<file path="config.mk">
export PLATFORM = sky130hd
export DESIGN_NAME = acc_tx_scheduler
export DESIGN_NICKNAME = d
export VERILOG_FILES = /design/src/rtl/acc_tx_scheduler.sv
export SDC_FILE = /design/constraint.sdc
export NUM_CORES = 1
export LEC_CHECK = 0
export ABC_AREA = 1
export CORE_ASPECT_RATIO = 1.4
export CORE_MARGIN = 8
export CORE_UTILIZATION = 60
export DETAILED_ROUTE_END_ITERATION = 12
export DONT_BUFFER_PORTS = 1
export PLACE_DENSITY = 0.76
export SLEW_MARGIN = 25
export SYNTH_ARGS = -nofsm -noshare
export SYNTH_HDL_FRONTEND = slang
export SYNTH_SLANG_ARGS = --single-unit
</file>
<file path="constraint.sdc">
create_clock -name CLK -period 2.2 [get_ports CLK]
set_input_delay 0.22 -clock CLK [delete_from_list [all_inputs] [get_ports CLK]]
set_output_delay 0.22 -clock CLK [all_outputs]
set_load 0.005 [all_outputs]
</file>
<file path="src/rtl/acc_tx_scheduler.sv">
// acc_tx_scheduler
//   Buffers 16-bit accumulator words in a small FIFO and feeds them to the
//   UART byte transmitter as two bytes per word, with a start/done handshake.
//   Flags dropped words and counts fully transmitted words for the LEDs.
//
// Ports
//   CLK       system clock, rising edge
//   RESET     asynchronous reset, active low
//   DATA_IN   accumulator word to queue
//   WR        write strobe, one word per high cycle
//   TX_BUSY   transmitter busy; no start is issued while high
//   TX_DONE   one-cycle pulse, transmitter finished a byte
//   TX_START  one-cycle request to send TX_DATA (decoded from state)
//   TX_DATA   byte to send, registered
//   FULL      FIFO holds 2**DEPTH_LOG2 words (registered)
//   EMPTY     FIFO holds no words (registered)
//   OVERFLOW  sticky, a word was dropped because the FIFO was full
//   SENT_CNT  count of fully transmitted words, wraps 255 -> 0
//
// state  | meaning
// -------+---------------------------------------------------------
// IDLE   | nothing in flight, waiting for a queued word
// LOAD   | pop FIFO head into word register, present first byte
// SEND_A | request first byte once transmitter is free
// WAIT_A | first byte on the wire, wait for TX_DONE
// SEND_B | request second byte once transmitter is free
// WAIT_B | second byte on the wire, wait for TX_DONE

module acc_tx_scheduler #(
   parameter int DATA_W     = 16,
   parameter int DEPTH_LOG2 = 2,
   parameter bit MSB_FIRST  = 1'b1
) (
   input  logic              CLK,
   input  logic              RESET,
   input  logic [DATA_W-1:0] DATA_IN,
   input  logic              WR,
   input  logic              TX_BUSY,
   input  logic              TX_DONE,
   output logic              TX_START,
   output logic [7:0]        TX_DATA,
   output logic              FULL,
   output logic              EMPTY,
   output logic              OVERFLOW,
   output logic [7:0]        SENT_CNT
);

   localparam int DEPTH = 1 << DEPTH_LOG2;
   localparam logic [DEPTH_LOG2:0] DEPTH_CNT = (DEPTH_LOG2+1)'(DEPTH);

   typedef enum logic [2:0] {
      ST_IDLE   = 3'd0,
      ST_LOAD   = 3'd1,
      ST_SEND_A = 3'd2,
      ST_WAIT_A = 3'd3,
      ST_SEND_B = 3'd4,
      ST_WAIT_B = 3'd5
   } state_t;

   state_t                  state_q, state_d;
   logic [DATA_W-1:0]       mem_q [DEPTH];
   logic [DEPTH_LOG2-1:0]   wr_ptr_q, wr_ptr_d;
   logic [DEPTH_LOG2-1:0]   rd_ptr_q, rd_ptr_d;
   logic [DEPTH_LOG2:0]     count_q, count_d;
   logic                    full_q, full_d;
   logic                    empty_q, empty_d;
   logic                    overflow_q, overflow_d;
   logic [DATA_W-1:0]       word_q, word_d;
   logic [7:0]              tx_data_q, tx_data_d;
   logic [7:0]              sent_cnt_q, sent_cnt_d;
   logic [DATA_W-1:0]       head;
   logic                    push;
   logic                    pop;
   logic                    tx_start;

   assign head = mem_q[rd_ptr_q];

   // FIFO bookkeeping. A write while full is dropped even if the FSM pops
   // in the same cycle: FULL is a registered flag and is the only gate.
   always_comb begin
      push       = WR & ~full_q;
      pop        = (state_q == ST_LOAD);
      wr_ptr_d   = wr_ptr_q;
      rd_ptr_d   = rd_ptr_q;
      count_d    = count_q;
      overflow_d = overflow_q | (WR & full_q);
      if (push) wr_ptr_d = wr_ptr_q + 1'b1;
      if (pop)  rd_ptr_d = rd_ptr_q + 1'b1;
      case ({push, pop})
         2'b10:   count_d = count_q + 1'b1;
         2'b01:   count_d = count_q - 1'b1;
         default: count_d = count_q;
      endcase
      full_d  = (count_d == DEPTH_CNT);
      empty_d = (count_d == '0);
   end

   always_comb begin
      state_d    = state_q;
      word_d     = word_q;
      tx_data_d  = tx_data_q;
      sent_cnt_d = sent_cnt_q;
      tx_start   = 1'b0;
      case (state_q)
         ST_IDLE: begin
            if (!empty_q) state_d = ST_LOAD;
         end
         ST_LOAD: begin
            word_d    = head;
            tx_data_d = MSB_FIRST ? head[15:8] : head[7:0];
            state_d   = ST_SEND_A;
         end
         ST_SEND_A: begin
            if (!TX_BUSY) begin
               tx_start = 1'b1;
               state_d  = ST_WAIT_A;
            end
         end
         ST_WAIT_A: begin
            if (TX_DONE) begin
               tx_data_d = MSB_FIRST ? word_q[7:0] : word_q[15:8];
               state_d   = ST_SEND_B;
            end
         end
         ST_SEND_B: begin
            if (!TX_BUSY) begin
               tx_start = 1'b1;
               state_d  = ST_WAIT_B;
            end
         end
         ST_WAIT_B: begin
            if (TX_DONE) begin
               sent_cnt_d = sent_cnt_q + 8'd1;
               state_d    = empty_q ? ST_IDLE : ST_LOAD;
            end
         end
         default: state_d = ST_IDLE;
      endcase
   end

   // Storage is not reset; occupancy is tracked by the pointers and count.
   always_ff @(posedge CLK) begin
      if (push) mem_q[wr_ptr_q] <= DATA_IN;
   end

   always_ff @(posedge CLK or negedge RESET) begin
      if (!RESET) begin
         state_q    <= ST_IDLE;
         wr_ptr_q   <= '0;
         rd_ptr_q   <= '0;
         count_q    <= '0;
         full_q     <= 1'b0;
         empty_q    <= 1'b1;
         overflow_q <= 1'b0;
         word_q     <= '0;
         tx_data_q  <= 8'h00;
         sent_cnt_q <= 8'h00;
      end else begin
         state_q    <= state_d;
         wr_ptr_q   <= wr_ptr_d;
         rd_ptr_q   <= rd_ptr_d;
         count_q    <= count_d;
         full_q     <= full_d;
         empty_q    <= empty_d;
         overflow_q <= overflow_d;
         word_q     <= word_d;
         tx_data_q  <= tx_data_d;
         sent_cnt_q <= sent_cnt_d;
      end
   end

   assign TX_START = tx_start;
   assign TX_DATA  = tx_data_q;
   assign FULL     = full_q;
   assign EMPTY    = empty_q;
   assign OVERFLOW = overflow_q;
   assign SENT_CNT = sent_cnt_q;

endmodule

</file>
======== Word level (Yosys, flattened, before mapping) ========
Memory sizes are Yosys's and may differ from the RTL's.
Index checks and enable logic that the tools add are counted.
operators by class
  mux-type cells .......................... 14
  reductions and logical operators ........ 7
  equality and inequality tests ........... 13
  $add $sub $neg .......................... 5
  bitwise logic cells ..................... 4
operator list
  cell                 count
  $pmux 3 s6           1
  $pmux 8 s2           1
  $mux 3               5
  $ne 2x2->1 const B   5
  $eq 3x3->1 const B   3
  $add 8x1->8 const B  1
  $mux 8               1
  $eq 3x2->1 const B   2
  $logic_not 3->1      2
  $pmux 3 s2           1
  $mux 1               5
  $reduce_and 5->1     1
  $add 2x1->2 const B  2
  $reduce_and 2->1     2
  $add 3x1->3 const B  1
  $eq 3x1->1 const B   1
  $sub 3x1->3 const B  1
  $and 1x1->1          2
  $eq 2x1->1 const B   1
  $eq 2x2->1 const B   1
  $reduce_bool 2->1    1
  $reduce_or 2->1      1
  $not 1->1            1
  $or 1x1->1           1
storage, ports and cells
  register bits ........................... 37
  output and inout port bits .............. 20
  word-level logic and storage cells ...... 54
  memories ................................ 1
  bits in writable memories ............... 64
memory list
  name   words  bits a word  rd ports  clocked after memory_dff  write ports  RTL line  RTL
  mem_q  4      16           1         0                         1            61        logic [DATA_W-1:0] mem_q [DEPTH];

======== Longest topological paths before layout ========
  word-level depth ........................ 5
  mapped depth ............................ 11
  depth with buffers taken out ............ 11

======== Worst setup path before layout ========
Ideal clock, no wire load.
  path type ............................... reg2reg
  start ................................... register state_q[1]
  end ..................................... register full_q, in the netlist FULL
  setup time .............................. 0.077 ns
  setup slack ............................. 0.195 ns
  arrival time ............................ 1.928 ns
  path buffers ............................ 0
  stages on the path, launching flop included .. 10
  required time ........................... 2.123 ns
  cell sequence ........................... dfrtp_1 > inv_2 > nand2_2 > nor2_4 > ha_1 > fa_1 > inv_1 > o21ai_0 > or2_2 > a21oi_1
between the ends
  longest elaborated chain between the ends .. 4
  elaborated cells on any way between the ends .. 5
  classes of those cells .................. eq/ne: 4; mux: 1
RTL lines
  what                                             RTL line  RTL
  from (decl)                                      60        state_t state_q, state_d;
  from (signal assigned)                           159       state_q <= state_d;
  $eq 3x1->1 (*)                                   82        pop = (state_q == ST_LOAD);
  $eq 2x1->1 / $eq 2x2->1 (equally long branches)  89        case ({push, pop})
  $pmux 3 s2 (*)                                   89
  net count_d[1]                                   64        logic [DEPTH_LOG2:0] count_q, count_d;
  $eq 3x3->1 (*)                                   94        full_d = (count_d == DEPTH_CNT);
  net full_d                                       65        logic full_q, full_d;
  to (signal assigned)                             163       full_q <= full_d;
  to (decl)                                        65
The timed path passes the listed nets; every way through them passes the cells marked *.
A chain may end at the register's enable or synchronous reset.

======== Final worst setup path ========
Same ends and word-level chain as after synthesis.

==> results.toml <==
[status]
run_status = "finished clean"

[setup_path]
crit_buf_inv = 2
crit_chain = "inv_2, nand2_2, nor2_4, ha_1, fa_1, inv_1, o21ai_0, or2_2, a21oi_1"
crit_type = "reg -> reg"
end_kind = "flip-flop"
required_ns = 2.49
cp_slowest_cell = "dfrtp_1"
critPathTopFamily = "adder cells"
arrival_ns = 2.29
crit_fanout = 6
slowest_delay_ns = 0.45
reg2reg_slack_ns = 0.20
startpoint_type = "flip-flop"

[floorplanning]
coreArea_um2 = 6982
start_util = 0.6219
die_w_um = 87.90
rows = 36
die_y_um = 116.7
ios = 41
dieArea_um2 = 10250

[synthesis]
syn_avg_cell_area_um2 = 10.46
syn-num-nets = 443
synthesis.area_um2 = 4342
yosysSeqAreaShare = 0.6562
synthCells = 415
synth_top_family_by_area = "simple AND/OR/NAND/NOR gates"
ys_types = 30
synth-simple-area-share = 0.1971
synthMuxAreaShare = 0
synth_warnings = 0
ys_ff_latch = 101
synth_compound_area_frac = 0.05562
synthXorXnorAreaFrac = 0.01614
synth-adder-area-share = 0.02190

[final_layout]
num_antenna_cells = 0
stdcell_count = 540
final_layout_size_suffix_gt1_frac = 0.08539
finalNetCount = 468
area_growth_pct = 10.81
fillers = 527

[timing]
fmax_mhz = 501.1
tightest_slew_ns = 0.6355
relSlewSlack = 0.5757
setup_viol = 0
hold_viol = 0
tns_ns = 0
slew_violations = 0
skew_ns = 0.01178
grt_setup_unrepaired = "false"
finalCritPeriodShare = 0.9071
finalCriticalPeriod_ns = 1.996

[power_and_ir_drop]
p_switching_uw = 2325
p_leak_uw = 0.002095
internal-power_uw = 3713
power.density_nw_per_um2 = 1255
switching_share = 0.3851
clkPwrFrac = 0.175
combPwrFrac = 0.352
pwr-share-seq = 0.472
ir_drop_uv = 684.5

[grt]
grt_pass1_wl_mm = 13.10
first_global_vias = 2822
grt_usage = 0.1670
overflow = 0
grt_max_degree = 43
antenna_found_initial = 0

[drt]
routed_wirelength_mm = 7.775
dr.pass1.iters = 4
viasPerCell = 5.204
route.detailed.drc = 0
vias = 2810
drt_iter0_markers = 191
final_antenna_net_count = 0
wl_per_cell_um = 14.40

[hold_path]
hold_path_class = "in -> reg"

[clock_network]
cts.htree.levels = 3
postCtsSetupBuffers = 0
cts-root-buf = "clkbuf_8"
clkLatencyLatePin_ns = 0.36
cts.clk_slew.worst_paths_ns = 0.10
clockBufferDepth = 2
numClockSinks = 101
cts_buffers = 9
cts_tree = "yes"
ctsResizeCount = 0

[place]
dp_hpwl_mm = 5.030
globalplace.congestion = 0.7972
post-place-cells = 505
io_buffers = 0

[flow_run]
maxCapViolCount = 0
## cells in the final DEF (no fill, tap or decap), types with 2 or more instances in the layout
cell           netlist  routed
xor2_1               6       6
inv_2                3       3
nor2_2               2       2
nand2_1            129     129
edfxtp_1            64      64
dfrtp_1             36      36
xnor2_1              2       2
clkinv_4             0       2
inv_1               30      30
nand3b_1             2       2
a21oi_1              4       4
o211ai_1             8       8
o21ai_0             26      26
nor2_1              51      51
ha_1                 6       6
clkbuf_8             1       9
inv_6                0       2
nand3_1             15      15
clkinvlp_4           0       3
nand4_1              7       7
buf_4                2      10
dlygate4sd3_1        0      18
## power groups by stage
stage	logic (uW)	clock network [uW]	registers (uW)
3_5_place_dp	2090	0	2900
3_3_place_gp	2040	0	2880
4_1_cts	2150	1090	2860
2_1_floorplan	1730	0	2790
5_1_grt	2460	1160	2910
6_report	2130	1060	2850
## path summary, 6_finish.rpt
kind / endpoint / cells past startpoint / from
min in group asynchronous: count_q[1] / 2 / RESET
worst max-delay path: FULL / 9 / state_q[1]
worst min-delay path: state_q[1] / 3 / TX_DONE
worst min register to register: word_q[6] / 2 / word_q[6]
max in group asynchronous: EMPTY / 2 / RESET
worst max register to register: FULL / 9 / state_q[1]
## sequential cells by signal (all words and copies together), names as in the netlist
name      cells
mem_q        64
SENT_CNT      8
TX_DATA       8
word_q        8
count_q       3
state_q       3
rd_ptr_q      2
wr_ptr_q      2
EMPTY         1
FULL          1
OVERFLOW      1
## what timing repair did
action / 4_1_cts / 5_1_grt
hold buffers: 19 / 0
setup endpoints to repair: 0 / 0
endpoints found under the hold margin: 102 / 0
## worst min-delay path: stages
cell,delay (ns)
inv_1,0.07
a21oi_1,0.07
nand2_1,0.07
## logic make-up after synthesis
family | after synthesis
AO/OA/AOI/OAI | 41
XOR/XNOR | 8
adder cells (fa/ha/maj) | 7
buffers and inverters | 48
flip-flops | 101
AND/OR/NAND/NOR | 210
## area by class of cell
class	instances	area, um^2	share of cell area
clock inverters	7	57.56	0.01196
multi-input cells	266	1262	0.2624
repair buffers	29	275.3	0.05722
clock buffers	9	123.9	0.02575
well taps	95	118.9	0.02471
inverters	33	123.9	0.02575
flip-flops and latches	101	2849	0.5922
## metrics by stage
step                  util  setup slack (ns)  power, uW  area (um^2)  hold slack, ns
floorplan                -            0.1948       4521         4342        -0.07559
global placement    0.6344            0.2753       4925         4429        -0.07441
detailed placement  0.6344            0.1892       4987         4429        -0.07398
CTS                 0.6891            0.2019       6094         4811         0.07960
global route        0.6891           0.05545       6534         4811          0.1150
finish              0.6891            0.2044       6038         4811         0.09778
## synthesized netlist by cell type (all sizes together)
master | number | area (um^2)
nand2 | 130 | 490.5
edfxtp | 64 | 1922
nor2 | 54 | 215.2
dfrtp | 36 | 900.9
inv | 33 | 123.9
o21ai | 26 | 130.1
nand3 | 16 | 85.08
buf | 13 | 88.83
o211ai | 8 | 60.06
nand4 | 7 | 43.79
ha | 6 | 75.07
xor2 | 6 | 52.55
a21oi | 5 | 36.29
clkbuf | 2 | 17.51
nand3b | 2 | 15.01
xnor2 | 2 | 17.52
a21boi | 1 | 7.510
a21o | 1 | 7.510
dfstp | 1 | 26.28
fa | 1 | 20.02
or2 | 1 | 6.260
## per-layer routing
metal | GRT usage | wire [um] | up-vias
li1 | - | - | 1410
met1 | 0.1936 | 3283 | 1310
met2 | 0.2810 | 3928 | 83
met3 | 0.03451 | 475 | 7
met4 | 0.09101 | 88 | 0
met5 | 0 | 0 | -
Note: power is estimated with default switching activity, not from simulation.
